`src/rtl/seg_scan_ctrl.sv`:
```
// Multiplexed 7-segment scanner for common-cathode digits.
// A free-running divider sets the slot period. Each slot change blanks all commons
// for DEAD_CYC cycles. Display data comes from an active shadow copy, which is
// refreshed from the pending copy only at a frame boundary.
// Ports:
//   clk, RESET        system clock, synchronous active-high reset
//   digit_in          packed nibbles, nibble i = digit i (digit 0 least significant)
//   dp_in, blank_in   per-digit decimal point / force-dark masks
//   hex_mode, lz_supp decode mode and leading-zero suppression
//   load              strobe capturing all of the above into the pending copy
//   SEG_COM           active-low digit commons (digit i on bit NUM_DIGITS-1-i)
//   SEG_DATA          {a,b,c,d,e,f,g,dp}, active-high
//   frame_done        one-cycle pulse after the last slot of a frame ends
module seg_scan_ctrl #(
    parameter int unsigned NUM_DIGITS = 6,
    parameter int unsigned SCAN_DIV   = 50000,
    parameter int unsigned DEAD_CYC   = 1
) (
    input  logic                      clk,
    input  logic                      RESET,
    input  logic [4*NUM_DIGITS-1:0]   digit_in,
    input  logic [NUM_DIGITS-1:0]     dp_in,
    input  logic [NUM_DIGITS-1:0]     blank_in,
    input  logic                      hex_mode,
    input  logic                      lz_supp,
    input  logic                      load,
    output logic [NUM_DIGITS-1:0]     SEG_COM,
    output logic [7:0]                SEG_DATA,
    output logic                      frame_done
);

    localparam int unsigned CNT_W  = (SCAN_DIV > 1) ? $clog2(SCAN_DIV) : 1;
    localparam int unsigned IDX_W  = (NUM_DIGITS > 1) ? $clog2(NUM_DIGITS) : 1;
    localparam int unsigned DEAD_W = 4;
    localparam int unsigned DIG_W  = 4 * NUM_DIGITS;

    localparam logic [CNT_W-1:0]  CNT_MAX   = CNT_W'(SCAN_DIV - 1);
    localparam logic [IDX_W-1:0]  IDX_MAX   = IDX_W'(NUM_DIGITS - 1);
    localparam logic [DEAD_W-1:0] DEAD_LOAD = DEAD_W'((DEAD_CYC > 0) ? DEAD_CYC - 1 : 0);

    typedef enum logic [0:0] {ST_SHOW, ST_DEAD} state_t;

    state_t              state, state_nxt;
    logic [CNT_W-1:0]    cnt;
    logic [IDX_W-1:0]    idx, idx_nxt;
    logic [DEAD_W-1:0]   dead_cnt, dead_nxt;

    logic [DIG_W-1:0]      pend_digit, act_digit;
    logic [NUM_DIGITS-1:0] pend_dp, act_dp;
    logic [NUM_DIGITS-1:0] pend_blank, act_blank;
    logic                  pend_hex, act_hex;
    logic                  pend_lz, act_lz;
    logic                  pend_valid;

    logic                  tick_c, wrap_c;
    logic [NUM_DIGITS-1:0] lz_dark_c;
    logic [3:0]            cur_nib_c;
    logic                  cur_dp_c, cur_blank_c, cur_dark_c;
    logic [NUM_DIGITS-1:0] com_nxt;
    logic [7:0]            data_nxt;

    // Segment pattern {a..g}; in decimal mode 10-15 are dark.
    function automatic logic [6:0] seg_decode(input logic [3:0] nib, input logic hex);
        logic [6:0] seg;
        case (nib)
            4'h0: seg = 7'b1111110;
            4'h1: seg = 7'b0110000;
            4'h2: seg = 7'b1101101;
            4'h3: seg = 7'b1111001;
            4'h4: seg = 7'b0110011;
            4'h5: seg = 7'b1011011;
            4'h6: seg = 7'b1011111;
            4'h7: seg = 7'b1110000;
            4'h8: seg = 7'b1111111;
            4'h9: seg = 7'b1111011;
            4'hA: seg = 7'b1110111;
            4'hB: seg = 7'b0011111;
            4'hC: seg = 7'b1001110;
            4'hD: seg = 7'b0111101;
            4'hE: seg = 7'b1001111;
            default: seg = 7'b1000111;
        endcase
        if (!hex && (nib > 4'd9)) begin
            seg = 7'b0000000;
        end
        return seg;
    endfunction

    assign tick_c = (cnt == CNT_MAX);
    assign wrap_c = tick_c && (idx == IDX_MAX);

    // Leading-zero mask: a digit goes dark when it and every higher digit is zero.
    always_comb begin
        logic zero_run;
        zero_run  = 1'b1;
        lz_dark_c = '0;
        for (int i = NUM_DIGITS - 1; i >= 0; i--) begin
            zero_run = zero_run && (act_digit[4*i +: 4] == 4'h0);
            if (i != 0) begin
                lz_dark_c[i] = act_lz && zero_run;
            end
        end
    end

    // Active-register fields for the digit currently being scanned.
    always_comb begin
        cur_nib_c   = 4'h0;
        cur_dp_c    = 1'b0;
        cur_blank_c = 1'b0;
        cur_dark_c  = 1'b0;
        for (int i = 0; i < NUM_DIGITS; i++) begin
            if (idx == IDX_W'(i)) begin
                cur_nib_c   = act_digit[4*i +: 4];
                cur_dp_c    = act_dp[i];
                cur_blank_c = act_blank[i];
                cur_dark_c  = lz_dark_c[i];
            end
        end
    end

    // Slot FSM next state and the next values of the registered pin outputs.
    always_comb begin
        state_nxt = state;
        idx_nxt   = idx;
        dead_nxt  = dead_cnt;
        com_nxt   = '1;
        data_nxt  = 8'h00;

        if (tick_c) begin
            idx_nxt = wrap_c ? '0 : idx + IDX_W'(1);
            if (DEAD_CYC == 0) begin
                state_nxt = ST_SHOW;
            end else begin
                state_nxt = ST_DEAD;
                dead_nxt  = DEAD_LOAD;
            end
        end else if (state == ST_DEAD) begin
            if (dead_cnt == '0) begin
                state_nxt = ST_SHOW;
            end else begin
                dead_nxt = dead_cnt - DEAD_W'(1);
            end
        end

        if (state == ST_SHOW) begin
            for (int i = 0; i < NUM_DIGITS; i++) begin
                com_nxt[i] = (idx != IDX_W'(NUM_DIGITS - 1 - i));
            end
            if (!cur_blank_c) begin
                data_nxt = {(cur_dark_c ? 7'b0000000 : seg_decode(cur_nib_c, act_hex)), cur_dp_c};
            end
        end
    end

    // State, divider, shadow registers and registered outputs.
    always_ff @(posedge clk) begin
        if (RESET) begin
            state      <= ST_SHOW;
            cnt        <= '0;
            idx        <= '0;
            dead_cnt   <= '0;
            pend_digit <= '0;
            pend_dp    <= '0;
            pend_blank <= '0;
            pend_hex   <= 1'b0;
            pend_lz    <= 1'b0;
            pend_valid <= 1'b0;
            act_digit  <= '0;
            act_dp     <= '0;
            act_blank  <= '0;
            act_hex    <= 1'b0;
            act_lz     <= 1'b0;
            SEG_COM    <= '1;
            SEG_DATA   <= 8'h00;
            frame_done <= 1'b0;
        end else begin
            state      <= state_nxt;
            idx        <= idx_nxt;
            dead_cnt   <= dead_nxt;
            cnt        <= tick_c ? '0 : cnt + CNT_W'(1);
            SEG_COM    <= com_nxt;
            SEG_DATA   <= data_nxt;
            frame_done <= wrap_c;

            // Frame boundary consumes the old pending copy; a same-cycle load
            // refills pending and keeps pend_valid set for the next boundary.
            if (wrap_c && pend_valid) begin
                act_digit  <= pend_digit;
                act_dp     <= pend_dp;
                act_blank  <= pend_blank;
                act_hex    <= pend_hex;
                act_lz     <= pend_lz;
                pend_valid <= 1'b0;
            end
            if (load) begin
                pend_digit <= digit_in;
                pend_dp    <= dp_in;
                pend_blank <= blank_in;
                pend_hex   <= hex_mode;
                pend_lz    <= lz_supp;
                pend_valid <= 1'b1;
            end
        end
    end

endmodule

```
`config.mk`:
```
export PLATFORM = sky130hd
export DESIGN_NAME = seg_scan_ctrl
export DESIGN_NICKNAME = d
export VERILOG_FILES = /design/src/rtl/seg_scan_ctrl.sv
export SDC_FILE = /design/constraint.sdc
export NUM_CORES = 1
export LEC_CHECK = 0
export ABC_AREA = 1
export CORE_MARGIN = 2
export CORE_UTILIZATION = 28
export CTS_CLUSTER_DIAMETER = 80
export CTS_CLUSTER_SIZE = 8
export DETAILED_ROUTE_END_ITERATION = 10
export SLEW_MARGIN = 30
export SYNTH_ARGS = -nofsm -noshare
export SYNTH_HDL_FRONTEND = slang
export SYNTH_SLANG_ARGS = --single-unit
```
`constraint.sdc`:
```
create_clock -name clk -period 5.4 [get_ports clk]
set_input_delay 1.62 -clock clk [delete_from_list [all_inputs] [get_ports clk]]
set_output_delay 1.62 -clock clk [all_outputs]
set_load 0.02 [all_outputs]
```
# Yosys cells after proc, flatten, opt, wreduce, memory -nomap -nowiden
# Memories as Yosys holds them, arrays and structs flattened. A register that Yosys moved wholly into a read port is not among the register bits.
# Index checks and enable logic that the tools add are counted.
[op_classes]
n_addsub = 3
n_mul = 0
n_div = 0
magnitude_cmp = 1
n_eq_ne = 11
n_shift = 0
n_mux = 29
bitwise = 1
n_reduce_logical = 27
[ops]
columns = ["operator", "n"]
rows = [
  ["$logic_not A4 Y1", 6],
  ["$mux W4", 6],
  ["$mux W1", 22],
  ["$add A16 B1 Y16 const B", 1],
  ["$eq A16 B16 Y1 const B", 1],
  ["$logic_and A1 B1 Y1", 12],
  ["$eq A3 B2 Y1 const B", 2],
  ["$eq A3 B3 Y1 const B", 2],
  ["$ne A3 B2 Y1 const B", 2],
  ["$ne A3 B3 Y1 const B", 2],
  ["$reduce_or A5 Y1", 1],
  ["$gt A4 B4 Y1 const B", 1],
  ["$reduce_or A2 Y1", 2],
  ["$sub A4 B1 Y4 const B", 1],
  ["$add A3 B1 Y3 const B", 1],
  ["$eq A3 B1 Y1 const B", 1],
  ["$logic_not A3 Y1", 1],
  ["$mux W3", 1],
  ["$ne A3 B1 Y1 const B", 1],
  ["$reduce_bool A3 Y1", 1],
  ["$reduce_or A3 Y1", 1],
  ["$reduce_and A2 Y1", 1],
  ["$reduce_bool A2 Y1", 1],
  ["$logic_not A1 Y1", 1],
  ["$not A1 Y1", 1],
]
[word_totals]
reg_bits = 109
latchBits = 0
mem_bits_rw = 0
rom_bits = 112
input_bits = 41
output_inout_bits = 15
word_cells = 91
memories = 1
[mem_list]
columns = ["name", "words", "width", "rd", "rd_clocked_by_memory_dff", "write_ports", "line", "text"]
rows = [
  ["(name not given)", 16, 7, 1, 1, 0, "65", "case (nib)"],
]

# Longest topological paths before layout
# Gate-level depths: netlist of run 1.
[logic_depth]
word_depth = 12
ltp_mapped = 21
mapped_depth_nobuf = 21

# Worst setup path after synthesis of run 1
# OpenSTA, ideal clock, no wires.
[synth_timing]
path_type = "input to register"
startpoint = "input load"
endpoint = "register pend_digit[10]"
setup_time_ns = 0.064
arrival_time_ns = 2.547
t_required_ns = 5.336
setup_slack_ns = 2.789
cell_stages = 6
path_buffers = 3
cell_sequence = "clkbuf_1 inv_1 clkbuf_1 buf_1 nor2_1 nor2_1"
[synth_rtl]
columns = ["item", "line", "text"]
rows = [
  ["start: declaration", "26", "input logic load,"],
  ["end signal: assignment", "196", "pend_digit <= digit_in;"],
  ["end: declaration", "48", "logic [DIG_W-1:0] pend_digit, act_digit;"],
]

==> results of run 1 <==
## metal layers
metal | wire length (um) | up-vias | part of all wire [%] | GRT usage [%]
met2 | 5010 | 72 | 43 | 19.0
met1 | 6240 | 1980 | 53 | 17.9
met5 | 0 | - | 0 | 0
met4 | 94 | 0 | 0.80 | 4.84
met3 | 426 | 4 | 3.6 | 4.32
li1 | - | 2405 | - | -
## critical path, stage by stage
cell,delay [ps]
clkdlybuf4s50_1,470
buf_4,410
inv_1,80
buf_4,270
nand2_1,570
o22ai_1,130
## final cells by class
type	count	area share, %
inverters	63	3.65
clock buffers	22	7.48
flip-flops and latches	116	35.9
clock inverters	9	2.30
well taps	229	4.43
repair buffers	61	9.20
multi-input cells	499	37.1
## Yosys cell counts, types with 2 or more instances
library cell / number
a21oi_1: 55
a31oi_1: 2
buf_2: 4
buf_6: 3
clkbuf_1: 25
dfxtp_1: 116
ha_1: 14
inv_1: 62
nand2_1: 139
nand2_2: 4
nand2_4: 2
nand3_1: 68
nand3b_1: 3
nand4_1: 5
nor2_1: 117
nor2_2: 2
nor3_1: 8
nor4_1: 5
nor4_2: 2
o21ai_0: 50
or2_2: 7
xor2_1: 3
## registers in the layout, summed over array words and instances, names as in the netlist, 8 cells and up
| signal | cells |
|---|---|
| SEG_DATA | 8 |
| pend_digit | 24 |
| act_digit | 24 |
| cnt | 16 |
## stage by stage
step | std cells | power [mW] | cell area [um2] | hold slack (ps)
finish | 999 | 2.18 | 6470 | 441
global route | 999 | 2.26 | 6470 | 461
CTS | 999 | 2.21 | 6470 | 449
detailed placement | 968 | 1.01 | 5840 | 437
global placement | 968 | 1.01 | 5840 | 429
floorplan | 712 | 0.958 | 5120 | 413
## power by group
group	internal (mW)	switching [mW]	total, mW
registers	0.882	0.0118	0.894
logic	0.0458	0.0507	0.0965
clock network	0.816	0.377	1.19
total	1.74	0.439	2.18
## kinds of logic (layout without fill, tap and decap cells)
kind of cell | Yosys count | after routing | synth area share, %
AO/OA/AOI/OAI | 114 | 114 | 11.6
XOR/XNOR | 3 | 3 | 0.513
adder cells (fa/ha/maj) | 14 | 14 | 3.42
buffers and inverters | 97 | 155 | 7.72
flip-flops | 116 | 116 | 45.4
AND/OR/NAND/NOR | 368 | 368 | 31.4
## layout by cell type (no fill, tap or decap), types with 5 or more instances in the layout
cell | netlist | routed
nand4_1 | 5 | 5
clkbuf_16 | 0 | 17
nor2_1 | 117 | 117
ha_1 | 14 | 14
inv_1 | 62 | 61
nand2_1 | 139 | 139
nor4_1 | 5 | 5
or2_2 | 7 | 7
nor3_1 | 8 | 8
o21ai_0 | 50 | 50
buf_4 | 1 | 6
clkdlybuf4s50_1 | 0 | 55
dfxtp_1 | 116 | 116
nand3_1 | 68 | 68
a21oi_1 | 55 | 55
## final timing paths
kind         slack, ps  depth (start not counted)                endpoint
max               2090                          6     idx[1]$_SDFFE_PP0N_
max reg2reg       2530                         16  SEG_DATA[1]$_SDFF_PP0_
min                440                          1       cnt[0]$_SDFF_PP0_
min reg2reg        440                          1       cnt[0]$_SDFF_PP0_
==> metrics, run 1 <==
share of cells above drive strength 1=7.66%; # DRC=0; clock skew=11.7 ps; top cell type's share of synthesized area=45.4%; routed wire length=11800 um; Async S/R FF share, synth=0%; CP startpoint=RESET; Clock transition at path regs=50 ps; Rel. slew slack=54.1%; Initial Util=28.5%; Hold Crit Class=flop to flop; vias in the first global route=4234; sequential standard cell area=2320 um2; Die X-Extent=139 um; Synth Instances=712; post-placement setup slack=1640 ps; Placer Congestion=0.805; Synth area leader=dfxtp_1; WP data arrival=3570 ps; setup ws final=2090 ps; Total Nets Final=813; leading post-synthesis cells by cell area=dfxtp_1 45%, nand2_1 10%, nor2_1 8.6%; Worst setup SP type=primary input; post-route ant nets=0; RSZ-0062 raised after global routing=no; clk buf depth=2; GRT overflow=0; synth-to-layout area growth=26.5%; Post-Synthesis Net Count=767; row cnt=49; Avg Cell Area, Syn=7.19 um2; io pins=56; Hold Vio Cnt, Final=0; Die ar.=19400 um2; Worst Setup End Kind=flop; Num CTS Buffers=17; Slew @ Worst Pin=687 ps; core box area=18000 um2; reg-to-reg startpoint=idx[2]$_SDFFE_PP0N_; flops & latches, synth=116; Layout fillers=1953; Port Buf Inserts=55; clk_lat worst skew=410 ps; crit path max fanout=44; Vias=4461; drt first pass iters=4; Final Cycle Share=61.3%; number of synthesized flops with an enable pin=0; H-tree lvl count=4; Multi-input gate area=2400 um2; largest net degree at the start of global routing=45; Most used DFF post-synth=dfxtp_1; Final Util=36.0%; ANT cells=0; first-pass GRT wire length=20500 um; Vias/cell=4.47; post-synthesis sequential area ratio=45.4%; Initial DRC Count=261; post-synthesis cell type count=38; origin of the worst min-delay path=cnt[0]$_SDFF_PP0_; drt wl/cell=11.8 um; setup bufs post-CTS=0; TritonCTS clock tree=yes; Root Buffer=clkbuf_16; status=complete, no violations; P_leak=2.62 nW; Global Route Usage Sum=13.0%; antenna violations before repair=0; # hold bufs at CTS=0; FMAX=302 MHz; VDD IR-drop max=0.234 mV; Post-Syn Area=5120 um2; DP HPWL=8060 um; final setup TNS=0 ps; # setup viols final=0; yosys warns=0; Die Y=139 um; Pwr Density=337 nW/um2; CP required=5660 ps; minimum clock period=3310 ps; critical setup path kind=primary input to flop; Max-Cap Viols=0; Sink Count=116; post-CTS resize count=0; final-report max-slew violation count=0
Power figures use the tool's default switching activity.
==> run 2, diff against run 1 <==
clock period = 3.3 ns   (was 5.4 ns; I/O delays follow)
==> run 2 against run 1 <==
Register-to-register slack lost 2000 ps. Via count increased by 0.90%. Final area fell by 0.25%. Sequential cell count unchanged. Global-route usage up 0.25 points. Largest power group unchanged.
==> metrics, run 2 (synthesized netlist as in run 1, its figures left out) <==
Rel. slew slack=52.5% (-1.6 points); RSZ-0062 raised after global routing=no; clk buf depth=2 (unchanged); Slowest-stage cell, CP=or2_2; post-route ant nets=0 (unchanged); Vias/cell=4.49 (+0.59%); Hold Crit Class=flop to flop; share of cells above drive strength 1=7.89% (+0.23 points); core box area=18000 um2 (unchanged); Initial Util=28.5% (unchanged); first-pass GRT wire length=20900 um (+1.5%); kind of cell adding the most delay to the critical path=simple AND/OR/NAND/NOR gates; clock skew=8.83 ps (-2.83 ps); # setup viols final=0 (unchanged); Global Route Usage Sum=13.3% (+0.25 points); Die Y=139 um (unchanged); setup ws final=510 ps (-1580 ps); # hold bufs at CTS=0 (unchanged); most common cell after layout, fill and taps aside=nand2_1; Total Nets Final=815 (+0.25%); H-tree lvl count=4 (unchanged); Max-Cap Viols=0 (unchanged); largest stage delay on the critical path=370 ps (-200 ps); Vias=4501 (+0.90%); FMAX=358 MHz; crit-path cells=inv_1 > ha_1 > nand2_1 > or2_2 > nand2_1 > inv_1 > ha_1 > or2_2 > nand3_1 > nand3_1 > nand3_2 > nor2_1; Root Buffer=clkbuf_16; setup bufs post-CTS=0 (unchanged); DP HPWL=8360 um (+3.8%); post-CTS resize count=0 (unchanged); critical setup path kind=flop to flop; most frequent cells in the layout=139 x nand2_1, 117 x nor2_1, 116 x dfxtp_1; Clock transition at path regs=50 ps (about the same); VDD IR-drop max=0.358 mV (+53%); Worst setup SP type=flop; Pwr Density=537 nW/um2 (+59%); vias in the first global route=4340 (+2.5%); Port Buf Inserts=55 (unchanged); row cnt=49 (unchanged); placed cell count=970 (+0.21%); clk_lat worst skew=420 ps (about the same); P_leak=2.61 nW (-0.64%); Total Power=3.47 mW (+59%); Layout fillers=1894 (-3.0%); # DRC=0 (unchanged); Worst Setup End Kind=flop; routed wire length=12100 um (+2.4%); WP data arrival=3090 ps (-480 ps); Final Cycle Share=84.5%; biggest regs=act_digit x24, pend_digit x24, cnt x16; Cell Count, Final, Fillers Out=1002 (+0.30%); Sink Count=116 (unchanged); ANT cells=0 (unchanged); Initial DRC Count=264 (+1.1%); post-placement setup slack=531 ps (-1110 ps); synth-to-layout area growth=26.2%; Placer Congestion=0.853 (+6.0%); TritonCTS clock tree=yes; minimum clock period=2790 ps; drt first pass iters=4 (unchanged); antenna violations before repair=0 (unchanged); CP required=3600 ps (-2060 ps); final-report max-slew violation count=0 (unchanged); Hold Vio Cnt, Final=0 (unchanged); largest net degree at the start of global routing=42 (-6.7%); status=complete, no violations; Final Util=36.0% (-0.091 points); GRT overflow=0 (unchanged); drt wl/cell=12.0 um (+2.1%); crit path max fanout=13 (-70%); design area=6460 um2 (-0.25%); Num CTS Buffers=17 (unchanged); Die X-Extent=139 um (unchanged); Slew @ Worst Pin=710 ps (+23.5 ps); io pins=56 (unchanged); final setup TNS=0 ps (unchanged); Die ar.=19400 um2 (unchanged); Placed Area=5860 um2 (+0.26%); WP buf/inv=2 (-2); Min Hold Slack=442 ps (+0.800 ps)
[run 2: cell types whose count changed in the layout (fill, tap and decap cells not counted), sizes merged]
| cell | previous run | this run |
|---|---|---|
| buf | 6 | 8 |
| clkinv | 4 | 7 |
| clkbuf | 22 | 19 |
| inv | 64 | 63 |
| clkinvlp | 0 | 3 |
| bufinv | 4 | 3 |
[run 2: worst register-to-register path: stages (launching register included)]
cell and delay (ps):
dfxtp_1 320, inv_1 100, ha_1 340, nand2_1 330, or2_2 370, nand2_1 180
inv_1 120, ha_1 230, or2_2 270, nand3_1 80, nand3_1 100, nand3_2 160
nor2_1 70
[run 2: path summary, 6_finish.rpt]
| check | depth (start not counted) | slack (ps) | start | endpoint |
|---|---|---|---|---|
| min | 1 | 440 | cnt[0]$_SDFF_PP0_ | cnt[0]$_SDFF_PP0_ |
| min reg2reg | 1 | 440 | cnt[0]$_SDFF_PP0_ | cnt[0]$_SDFF_PP0_ |
| max | 12 | 510 | idx[1]$_SDFFE_PP0N_ | SEG_DATA[1]$_SDFF_PP0_ |
| max reg2reg | 12 | 510 | idx[1]$_SDFFE_PP0N_ | SEG_DATA[1]$_SDFF_PP0_ |
[run 2: per-layer routing]
layer / up-vias / global-route usage (%) / wire length, um
li1: 2405 / - / -
met3: 15 / 4.21 / 438
met2: 75 / 19.7 / 5190
met4: 0 / 5.58 / 197
met5: - / 0 / 0
met1: 2006 / 17.8 / 6230
[run 2: area by class of cell]
cell class	instances	area, um2	share of cell area (%)
Timing Repair Buffer	63	611	9.45
Inverter	63	236	3.66
Tap cell	229	287	4.44
Clock buffer	19	443	6.86
Clock inverter	13	159	2.46
Multi-Input combinational cell	499	2400	37.2
Sequential cell	116	2320	36.0
[run 2: report_power, final]
part           total, mW  switching, mW  internal [mW]
logic              0.156         0.0795         0.0763
registers           1.47         0.0246           1.44
clock network       1.84          0.643           1.20
total               3.47          0.747           2.72
